### src/rtl/perf_miss_counter_bank_pkg.sv
// Shared types and constants for the performance miss counter bank.
package perf_miss_counter_bank_pkg;

   // Native machine word; used for WIDTH = 16 instantiations.
   typedef logic [15:0] lc3b_word;

   // Values for the SATURATE parameter.
   localparam int unsigned PERF_WRAP = 0;
   localparam int unsigned PERF_SAT  = 1;

   // Conventional channel indices for cause attribution.
   localparam int unsigned PERF_CH_READ  = 0;
   localparam int unsigned PERF_CH_WRITE = 1;

endpackage

### src/rtl/perf_miss_counter_bank_cell.sv
// One event counter with sticky overflow and wrap/saturate behaviour.
module perf_counter_cell
   import perf_miss_counter_bank_pkg::*;
#(
   parameter int unsigned WIDTH    = 16,
   parameter int unsigned SATURATE = PERF_WRAP
) (
   input  logic             clk,
   input  logic             reset,
   input  logic             clear,
   input  logic             inc,
   output logic [WIDTH-1:0] cnt,
   output logic             overflow
);

   logic [WIDTH-1:0] cnt_q, cnt_d;
   logic             ovf_q, ovf_d;

   // Next count: clear beats increment; all-ones rolls over or holds.
   always_comb begin
      cnt_d = cnt_q;
      ovf_d = ovf_q;
      if (clear) begin
         cnt_d = '0;
         ovf_d = 1'b0;
      end else if (inc) begin
         if (cnt_q != '1) begin
            cnt_d = cnt_q + WIDTH'(1);
         end else begin
            ovf_d = 1'b1;
            cnt_d = (SATURATE == PERF_SAT) ? '1 : '0;
         end
      end
   end

   // Counter and overflow registers.
   always_ff @(posedge clk) begin
      if (reset) begin
         cnt_q <= '0;
         ovf_q <= 1'b0;
      end else begin
         cnt_q <= cnt_d;
         ovf_q <= ovf_d;
      end
   end

   assign cnt      = cnt_q;
   assign overflow = ovf_q;

endmodule

### src/rtl/perf_miss_counter_bank.sv
// Bank of cause-attributed memory-request counters with a freezable snapshot view.
module perf_miss_counter_bank
   import perf_miss_counter_bank_pkg::*;
#(
   parameter int unsigned WIDTH    = 16,
   parameter int unsigned NUM_CH   = 2,
   parameter int unsigned SATURATE = PERF_WRAP,
   localparam int unsigned SEL_W   = $clog2(NUM_CH)
) (
   input  logic              clk,
   input  logic              reset,
   input  logic              enable,
   input  logic              clear,
   input  logic              pmem_read,
   input  logic [NUM_CH-1:0] cause,
   input  logic              freeze,
   input  logic [SEL_W-1:0]  sel,
   output logic [WIDTH-1:0]  count_out,
   output logic [NUM_CH-1:0] overflow
);

   logic                          pmem_q, pmem_d;
   logic                          pmem_edge_c;
   logic [NUM_CH-1:0]             inc_c;
   logic [NUM_CH-1:0][WIDTH-1:0]  cnt_c;
   logic [NUM_CH-1:0][WIDTH-1:0]  shadow_q, shadow_d;

   // Rising-edge detect on the request level; history tracks even when disabled or clearing.
   always_comb begin
      pmem_d      = pmem_read;
      pmem_edge_c = pmem_read & ~pmem_q;
   end

   // Fixed-priority attribution: lowest-index asserted cause wins the event.
   always_comb begin
      logic found;
      inc_c = '0;
      found = 1'b0;
      for (int i = 0; i < NUM_CH; i++) begin
         if (!found && cause[i] && pmem_edge_c && enable) begin
            inc_c[i] = 1'b1;
            found    = 1'b1;
         end
      end
   end

   // Per-channel counters.
   for (genvar g = 0; g < NUM_CH; g++) begin : g_cell
      perf_counter_cell #(
         .WIDTH    (WIDTH),
         .SATURATE (SATURATE)
      ) u_cell (
         .clk      (clk),
         .reset    (reset),
         .clear    (clear),
         .inc      (inc_c[g]),
         .cnt      (cnt_c[g]),
         .overflow (overflow[g])
      );
   end

   // Snapshot follows the live counts unless frozen.
   always_comb begin
      shadow_d = freeze ? shadow_q : cnt_c;
   end

   // Edge-detect history and snapshot registers; history resets high so a held level is not counted.
   always_ff @(posedge clk) begin
      if (reset) begin
         pmem_q   <= 1'b1;
         shadow_q <= '0;
      end else begin
         pmem_q   <= pmem_d;
         shadow_q <= shadow_d;
      end
   end

   // Snapshot read mux; unmatched select values read as zero.
   always_comb begin
      count_out = '0;
      for (int i = 0; i < NUM_CH; i++) begin
         if (sel == SEL_W'(i)) count_out = shadow_q[i];
      end
   end

endmodule
### config.mk
export PLATFORM = sky130hd
export DESIGN_NAME = perf_miss_counter_bank
export DESIGN_NICKNAME = d
export VERILOG_FILES = /design/src/rtl/perf_miss_counter_bank_pkg.sv /design/src/rtl/perf_miss_counter_bank_cell.sv /design/src/rtl/perf_miss_counter_bank.sv
export SDC_FILE = /design/constraint.sdc
export NUM_CORES = 1
export LEC_CHECK = 0
export CAP_MARGIN = 20
export CORE_AREA = 4 4 87 89
export DETAILED_ROUTE_END_ITERATION = 7
export DIE_AREA = 0 0 91 93
export SLEW_MARGIN = 20
export SYNTH_ARGS = -nofsm -noshare
export SYNTH_HDL_FRONTEND = slang
export SYNTH_HIERARCHICAL = 1
export SYNTH_SLANG_ARGS = --single-unit
### constraint.sdc
create_clock -name clk -period 3.3 [get_ports clk]
set_clock_uncertainty 0.2 [all_clocks]
set_input_delay 0.66 -clock clk [delete_from_list [all_inputs] [get_ports clk]]
set_output_delay 0.66 -clock clk [all_outputs]
set_load 0.02 [all_outputs]
# ---- Word-level counts from Yosys, hierarchy flattened
# Cells that the tools add are included.
dict set report classes {
  n_addsub 2
  n_eq_ne 2
  mux 5
  bitwise 4
  reduce_logical 9
}
# operator n
set ops {}
lappend ops {{$mux W16} 3}
lappend ops {{$add A16 B1 Y16 const B} 2}
lappend ops {{$ne A16 B16 Y1 const B} 2}
lappend ops {{$logic_and A1 B1 Y1} 5}
lappend ops {{$reduce_and A2 Y1} 2}
lappend ops {{$not A1 Y1} 3}
lappend ops {{$mux W1} 2}
lappend ops {{$reduce_or A2 Y1} 1}
lappend ops {{$and A1 B1 Y1} 1}
lappend ops {{$logic_not A1 Y1} 1}
dict set report totals {
  reg_bits 67
  input_bits 9
  output_inout_bits 18
  wordCells 29
}

# ---- Longest topological paths before layout
# Gate-level depths: netlist of the first run.
dict set report depth {
  depth_word 11
  depth_mapped 8
  depth_no_buf 6
}

# ---- Hierarchy
# Netlist of the first run, hierarchy kept.
# mod instances cells_per_inst area_each_um2 seq_area_each_um2
set modules_own_cells {}
lappend modules_own_cells {perf_counter_cell 2 86 780.7 340.3}
lappend modules_own_cells {perf_miss_counter_bank 1 127 1445.1 660.6}

# ---- Worst setup path after synthesis of the first run
# No wires, ideal clock.
dict set report synth_timing {
  path_type {input port to flip-flop}
  startpoint {input port enable}
  endpoint {register g_cell[1].u_cell.cnt_q[13]}
  setup_time_ps 122
  arrival_time_ps 2150
  required_time_ps 2978
  setup_slack_ps 828
  cell_stages 8
  n_path_buf 2
  cell_sequence {nand2_1 > nor4b_1 > buf_4 > and4_2 > nand3_2 > o31ai_1 > buf_4 > a21oi_1}
}
dict set report synth_between {
  elab_chain_cells 7
}
# element line
set synth_rtl {}
lappend synth_rtl {{start, declared} perf_miss_counter_bank.sv:12} ;# input logic enable,
lappend synth_rtl {{$logic_and A1 B1 Y1} perf_miss_counter_bank.sv:40} ;# if (!found && cause[i] && pmem_edge_c && enable) begin
lappend synth_rtl {{$mux W1} perf_miss_counter_bank.sv:40}
lappend synth_rtl {{$logic_not A1 Y1} perf_miss_counter_bank.sv:40}
lappend synth_rtl {{$logic_and A1 B1 Y1 (2 in series)} perf_miss_counter_bank.sv:40}
lappend synth_rtl {{$logic_and A1 B1 Y1 *} perf_miss_counter_bank.sv:40}
lappend synth_rtl {{$mux W1 *} perf_miss_counter_bank.sv:40}
lappend synth_rtl {{net inc_c[1]} perf_miss_counter_bank.sv:24} ;# logic [NUM_CH-1:0] inc_c;
lappend synth_rtl {{end signal, assigned} perf_miss_counter_bank_cell.sv:42} ;# cnt_q <= cnt_d;
lappend synth_rtl {{end, declared} perf_miss_counter_bank_cell.sv:16} ;# logic [WIDTH-1:0] cnt_q, cnt_d;
# The timed path passes the listed nets; every way through them passes the cells marked *.
# A chain may end at the register's enable or synchronous reset.

# ---- Worst setup path after layout of the first run
dict set report layout_timing {
  startpoint {input port sel}
  endpoint {output port count_out[3]}
}
dict set report layout_between {
  elab_chain_cells 1
}
# element line
set layout_rtl {}
lappend layout_rtl {{start, declared} perf_miss_counter_bank.sv:17} ;# input logic [SEL_W-1:0] sel,
lappend layout_rtl {{$mux W16} perf_miss_counter_bank.sv:82} ;# if (sel == SEL_W'(i)) count_out = shadow_q[i];
lappend layout_rtl {{end, declared} perf_miss_counter_bank.sv:18} ;# output logic [WIDTH-1:0] count_out,
# Every way passes these cells.

==> results.py, run 1 <==
metrics = {
    "yosys": {
        "synthesis.yosys.warnings": 6,
        "synth_enable_flop_cells": 0,
        "post_synth_inst_count": 299,
        "synth.distinct_cells": 37,
        "synth.ff_latch_count": 67,
        "yosysMostFrequentCell": "sky130_fd_sc_hd__dfxtp_1",
        "synth_nets": 310,
        "sequential_to_total_area_share_from_yosys_stat_pct": 44.61,
        "synthDominantCellAreaShare_pct": 44.61,
        "mappedNetlistArea_sq_um": 3007,
        "syn_avg_cell_area_sq_um": 10.06,
        "yosys-top-cells-count": "67 x sky130_fd_sc_hd__dfxtp_1, 56 x sky130_fd_sc_hd__nor2_1, 34 x sky130_fd_sc_hd__mux2i_1",
        "synth_flop_cell": "sky130_fd_sc_hd__dfxtp_1",
        "ys_async_sr_fraction_pct": 0,
        "netlist_top_cells_area": "sky130_fd_sc_hd__dfxtp_1 45%, sky130_fd_sc_hd__mux2i_1 11%, sky130_fd_sc_hd__nor2_1 7.0%",
        "synthDominantAreaCellType": "sky130_fd_sc_hd__dfxtp_1",
    },
    "timing": {
        "max_slew_violation_total_from_the_final_report": 0,
        "hold_ws_ns": 0.2686,
        "max_clock_freq_mhz": 323.6,
        "fin_setup_tns_ns": 0,
        "finalWorstPathRequiredPeriod_ns": 3.090,
        "worstMarginPinSlew_ns": 0.9450,
        "finalSetupViolCount": 0,
        "min_period_over_period_pct": 93.63,
        "slew_headroom_pct": 37.00,
        "timing_hold_violations_final": 0,
        "grt_setup_unrepaired": "no",
    },
    "setup_path": {
        "crit_path_start_kind": "input port",
        "crit_path_frequent_cell": "sky130_fd_sc_hd__clkdlybuf4s50_1",
        "worstPathMaxFanout": 16,
        "crit_required_ns": 2.44,
        "critical_path.slowest_cell": "sky130_fd_sc_hd__clkdlybuf4s50_1",
        "arrival_ns": 2.23,
        "timing.critical_path.slowest_cell_delay_ns": 0.54,
        "worst_setup_path_end_kind": "output pin",
        "cp_cell_sequence": "clkdlybuf4s50_1, buf_12, mux2_2, clkdlybuf4s50_1",
        "critPathKind": "in2out",
    },
    "global_routing": {
        "initial_antenna_violation_count": 0,
        "overflow": 0,
        "grt_start_max_net_pins": 33,
        "grt_pass1_wl_mm": 9.846,
        "first_global_vias": 2078,
        "grt.total_usage_pct": 14.53,
    },
    "floorplan": {
        "core_area_sq_um": 6756,
        "num_io_pins": 27,
        "dieArea_sq_um": 8463,
        "chip_width_um": 91,
        "die_h_um": 93,
        "fp-row-count": 30,
        "initial_core_util_pct": 44.50,
    },
    "power": {
        "power-per-cell-area_nw_per_um2": 415.5,
        "swShare_pct": 22.67,
        "cellInternalPower_mw": 1.106,
        "power.share.sequential_pct": 56.6,
        "p_total_mw": 1.431,
        "power.leakage_nw": 1.302,
        "power.share.clock_pct": 39.2,
        "fraction_of_power_consumed_by_combinational_cells_pct": 4.2,
        "peakVddDrop_v": 0.0002639,
        "netSwitchingPower_mw": 0.3244,
    },
    "routing": {
        "postRouteWirelength_mm": 5.728,
        "detail_route.first_pass.iterations": 4,
        "drt-met1-wl_mm": 2.894,
        "final_antenna_net_count": 0,
        "route.met3.wl_um": 259,
        "vias_per_cell": 5.257,
        "vias_post_dr": 2171,
        "met2WireLength_mm": 2.476,
        "detail_route.drc_violations": 0,
        "maxUsedRoutingLayer": "met4",
        "post_drt_wl_per_cell_um": 13.87,
        "dr.first_iter.drc_count": 73,
    },
    "cells_and_area": {
        "num-fill-cells": 626,
        "finalNonFillerCells": 413,
        "final_layout_size_suffix_gt1_share_pct": 14.41,
        "area_grow_syn2layout_pct": 14.52,
        "final_net_count": 339,
        "antenna_cells": 0,
    },
    "worst_hold_path": {
        "worst_hold_path_type": "reg2reg",
    },
    "cts": {
        "clk_slew_on_worst_s_h_paths_ns": 0.07,
        "clk_latency_ns": 0.34,
        "cts_hold_buf": 0,
        "number_of_gates_resized_after_cts": 0,
        "tritoncts": "yes",
        "number_of_sinks_driven_by_the_clock_tree": 67,
        "cts.repair_timing.setup_buffer_count": 0,
        "cts_buffer_depth": 2,
        "cts_max_level": 3,
        "cts.root.buffer_cell": "sky130_fd_sc_hd__clkbuf_8",
        "cts_made_buffers": 9,
    },
    "place": {
        "gp_routability_congestion": 0.7336,
        "placed_cells": 397,
        "place.detailed.hpwl_mm": 4.062,
        "placement.io_buffers": 26,
    },
    "flow_run": {
        "maxCapViolations": 0,
    },
    "status": {
        "status": "complete, no violations",
    },
}
per-stage QoR:
step / util (%) / setup WS [ns] / area, sq um
after detailed placement: 48.69 / 0.2050 / 3289
after CTS: 50.96 / 0.1975 / 3443
after floorplan: - / 0.8281 / 3007
final: 50.96 / 0.2101 / 3443
after global routing: 50.96 / 0.1706 / 3443
after global placement: 48.69 / 0.2170 / 3289
area by class of cell:
| class | count | area (sq um) | area share (%) |
|---|---|---|---|
| Sequential cell | 67 | 1341 | 38.95 |
| Clock buffer | 13 | 138.9 | 4.033 |
| Inverter | 2 | 7.507 | 0.2180 |
| Multi-Input combinational cell | 216 | 1528 | 44.37 |
| Clock inverter | 3 | 15.01 | 0.4360 |
| Tap cell | 80 | 100.1 | 2.907 |
| Timing Repair Buffer | 32 | 312.8 | 9.084 |
critical path, delay by kind of cell:
kind / cells / cell delay [ns]
buf+inv: 3 / 1.21
mux: 1 / 0.34
kinds of logic (layout without fill, tap and decap cells):
logic type | after synthesis | in the layout | share of synthesized area, %
compound gates | 22 | 22 | 4.328
xor+xnor | 20 | 20 | 5.826
simple gates | 122 | 122 | 21.26
mux | 50 | 50 | 18.56
buf+inv | 16 | 50 | 4.578
fa+ha+maj | 2 | 2 | 0.8322
flops | 67 | 67 | 44.61
routing by layer:
| layer | GRT usage, % | vias to the layer above |
|---|---|---|
| li1 | - | 1112 |
| met5 | 0 | - |
| met4 | 7.161 | 0 |
| met2 | 23.11 | 35 |
| met3 | 3.942 | 10 |
| met1 | 18.21 | 1014 |
state kept, by name, indices dropped and copies added (netlist names):
signal	count
shadow_q	32
g_cell.u_cell/overflow	2
g_cell.u_cell/cnt	32
pmem_q	1
power by group through the flow:
stage               Clock [mW]  Combinational (mW)  Sequential [mW]
global placement             0              0.0604            0.828
global route             0.616              0.0649            0.809
finish                   0.561              0.0600            0.810
CTS                      0.575              0.0607            0.810
detailed placement           0              0.0606            0.828
floorplan                    0              0.0488            0.828
placed cells by master (no fill, tap or decap):
cell type	netlist	final
sky130_fd_sc_hd__and4_1	2	2
sky130_fd_sc_hd__nand3_2	2	2
sky130_fd_sc_hd__and3_1	2	2
sky130_fd_sc_hd__o21a_1	2	2
sky130_fd_sc_hd__inv_1	2	2
sky130_fd_sc_hd__mux2i_1	34	34
sky130_fd_sc_hd__nand4_4	2	2
sky130_fd_sc_hd__nor2_1	56	56
sky130_fd_sc_hd__dfxtp_1	67	67
sky130_fd_sc_hd__clkdlybuf4s50_1	0	25
sky130_fd_sc_hd__clkinv_2	0	3
sky130_fd_sc_hd__o31ai_1	4	4
sky130_fd_sc_hd__nor3_1	4	4
sky130_fd_sc_hd__and4_2	2	2
sky130_fd_sc_hd__buf_12	1	1
sky130_fd_sc_hd__nor4_1	4	4
sky130_fd_sc_hd__nand2_1	15	15
sky130_fd_sc_hd__xor2_1	10	10
sky130_fd_sc_hd__xnor2_1	10	10
sky130_fd_sc_hd__o211ai_1	2	2
sky130_fd_sc_hd__or3_2	2	2
sky130_fd_sc_hd__buf_2	0	1
sky130_fd_sc_hd__or2_2	3	3
sky130_fd_sc_hd__or3_4	2	2
sky130_fd_sc_hd__a21oi_1	8	8
sky130_fd_sc_hd__nand3_1	10	10
sky130_fd_sc_hd__clkbuf_1	3	4
sky130_fd_sc_hd__nand4_1	6	6
sky130_fd_sc_hd__buf_4	5	5
sky130_fd_sc_hd__or4_1	4	4
sky130_fd_sc_hd__nor4b_1	1	1
sky130_fd_sc_hd__mux2_4	10	10
sky130_fd_sc_hd__ha_1	2	2
sky130_fd_sc_hd__mux2_2	6	6
sky130_fd_sc_hd__nor3b_1	1	1
sky130_fd_sc_hd__clkbuf_8	0	9
sky130_fd_sc_hd__or3_1	4	4
sky130_fd_sc_hd__o21ai_0	6	6
final timing paths:
path                                     to                 startpoint  slack [ns]  cells after the start
setup / recovery               count_out[3]                        sel        0.21                      4
hold / removal    g_cell[1].u_cell/overflow  g_cell[1].u_cell/overflow        0.27                      1
setup reg to reg   g_cell[1].u_cell/cnt[15]                     pmem_q        1.09                      6
hold reg to reg   g_cell[1].u_cell/overflow  g_cell[1].u_cell/overflow        0.27                      1
(Power assumes the default switching activity.)
==> run 2, diff against run 1 <==
- GPL_TIMING_DRIVEN: default -> 0
==> results.py, run 2 (same netlist as run 1, synthesis figures left out) <==
metrics = {
    "cells_and_area": {
        "layout.cells.most_common": "sky130_fd_sc_hd__dfxtp_1",
        "num-fill-cells": 639,
        "layout.core_utilization_pct": 52.74,
        "antenna_cells": 0,
        "area_grow_syn2layout_pct": 18.52,
        "final_net_count": 345,
        "finalNonFillerCells": 419,
        "most-common-layout-cells": "67 x sky130_fd_sc_hd__dfxtp_1, 56 x sky130_fd_sc_hd__nor2_1, 34 x sky130_fd_sc_hd__mux2i_1",
        "final_area_sq_um": 3563,
        "final_layout_size_suffix_gt1_share_pct": 16.52,
    },
    "cts": {
        "tritoncts": "yes",
        "cts.root.buffer_cell": "sky130_fd_sc_hd__clkbuf_8",
        "cts.repair_timing.setup_buffer_count": 0,
        "cts_buffer_depth": 2,
        "clk_latency_ns": 0.34,
        "clk_slew_on_worst_s_h_paths_ns": 0.07,
        "cts_made_buffers": 9,
        "number_of_sinks_driven_by_the_clock_tree": 67,
        "cts_max_level": 3,
        "number_of_gates_resized_after_cts": 0,
        "cts_hold_buf": 0,
    },
    "routing": {
        "final_antenna_net_count": 0,
        "dr.first_iter.drc_count": 84,
        "met2WireLength_mm": 2.550,
        "maxUsedRoutingLayer": "met4",
        "route.met3.wl_um": 253,
        "postRouteWirelength_mm": 6.026,
        "post_drt_wl_per_cell_um": 14.38,
        "detail_route.first_pass.iterations": 4,
        "drt-met1-wl_mm": 3.145,
        "detail_route.drc_violations": 0,
        "vias_per_cell": 5.115,
        "vias_post_dr": 2143,
    },
    "floorplan": {
        "die_h_um": 93,
        "initial_core_util_pct": 44.50,
        "chip_width_um": 91,
        "fp-row-count": 30,
        "num_io_pins": 27,
        "core_area_sq_um": 6756,
        "dieArea_sq_um": 8463,
    },
    "place": {
        "place.detailed.hpwl_mm": 4.431,
        "pre_cts_slack_ns": -0.02528,
        "gp_routability_congestion": 0.7258,
        "placed_cells": 403,
        "placed_cell_area_sq_um": 3347,
        "placement.io_buffers": 24,
    },
    "global_routing": {
        "grt_start_max_net_pins": 13,
        "grt_pass1_wl_mm": 9.956,
        "initial_antenna_violation_count": 0,
        "overflow": 0,
        "grt.total_usage_pct": 14.95,
        "first_global_vias": 2015,
    },
    "timing": {
        "max_clock_freq_mhz": 340.2,
        "finalWorstPathRequiredPeriod_ns": 2.939,
        "final_critical_path_setup_slack_ns": 0.3608,
        "worstMarginPinSlew_ns": 0.5065,
        "min_period_over_period_pct": 89.07,
        "hold_ws_ns": 0.2662,
        "slew_headroom_pct": 65.95,
        "max_slew_violation_total_from_the_final_report": 0,
        "fin_setup_tns_ns": 0,
        "grt_setup_unrepaired": "no",
        "timing_hold_violations_final": 0,
        "finalSetupViolCount": 0,
    },
    "power": {
        "power.leakage_nw": 1.350,
        "peakVddDrop_v": 0.0002118,
        "p_total_mw": 1.615,
        "power-per-cell-area_nw_per_um2": 453.3,
    },
    "setup_path": {
        "worstPathMaxFanout": 10,
        "crit_required_ns": 3.33,
        "worst_setup_path_end_kind": "flip-flop",
        "critPathKind": "in2reg",
        "crit_path_start_kind": "input port",
        "arrival_ns": 2.97,
    },
    "worst_hold_path": {
        "worst_hold_path_type": "reg2reg",
    },
    "flow_run": {
        "maxCapViolations": 0,
    },
    "status": {
        "status": "complete, no violations",
    },
}
run 2: power by group:
part | leakage [nW] | switching (mW) | internal (mW)
Clock | 0.101 | 0.316 | 0.422
Sequential | 0.540 | 0.000681 | 0.809
Combinational | 0.710 | 0.0357 | 0.0318
run 2: routing by layer:
metal	vias up	GRT usage, %
met4	0	7.915
met5	-	0
met1	985	20.93
li1	1117	-
met3	6	3.540
met2	35	21.21
run 2: final cells by class:
class	count	area, sq um	area share [%]
Tap cell	80	100.1	2.809
Clock inverter	7	92.59	2.598
Inverter	2	7.507	0.2107
Sequential cell	67	1341	37.64
Timing Repair Buffer	24	240.2	6.742
Clock buffer	9	123.9	3.476
Multi-Input combinational cell	216	1528	42.87
Buffer	14	130.1	3.652
run 2: critical path: stages:
cell	delay, ns
sky130_fd_sc_hd__clkdlybuf4s50_1	0.47
sky130_fd_sc_hd__nand2_1	0.06
sky130_fd_sc_hd__nor3b_1	0.25
sky130_fd_sc_hd__buf_4	0.21
sky130_fd_sc_hd__and4_2	0.27
sky130_fd_sc_hd__nand3_2	0.17
sky130_fd_sc_hd__o31ai_1	0.52
sky130_fd_sc_hd__buf_4	0.27
sky130_fd_sc_hd__nor2_1	0.07
run 2: path summary, 6_finish.rpt:
check / startpoint / cells after the start / to / slack [ns]
worst max-delay path: pmem_read / 9 / g_cell[0].u_cell/cnt[0] / 0.36
worst min register to register: g_cell[1].u_cell/overflow / 1 / g_cell[1].u_cell/overflow / 0.27
worst min-delay path: g_cell[1].u_cell/overflow / 1 / g_cell[1].u_cell/overflow / 0.27
worst max register to register: pmem_q / 7 / g_cell[1].u_cell/cnt[0] / 0.90
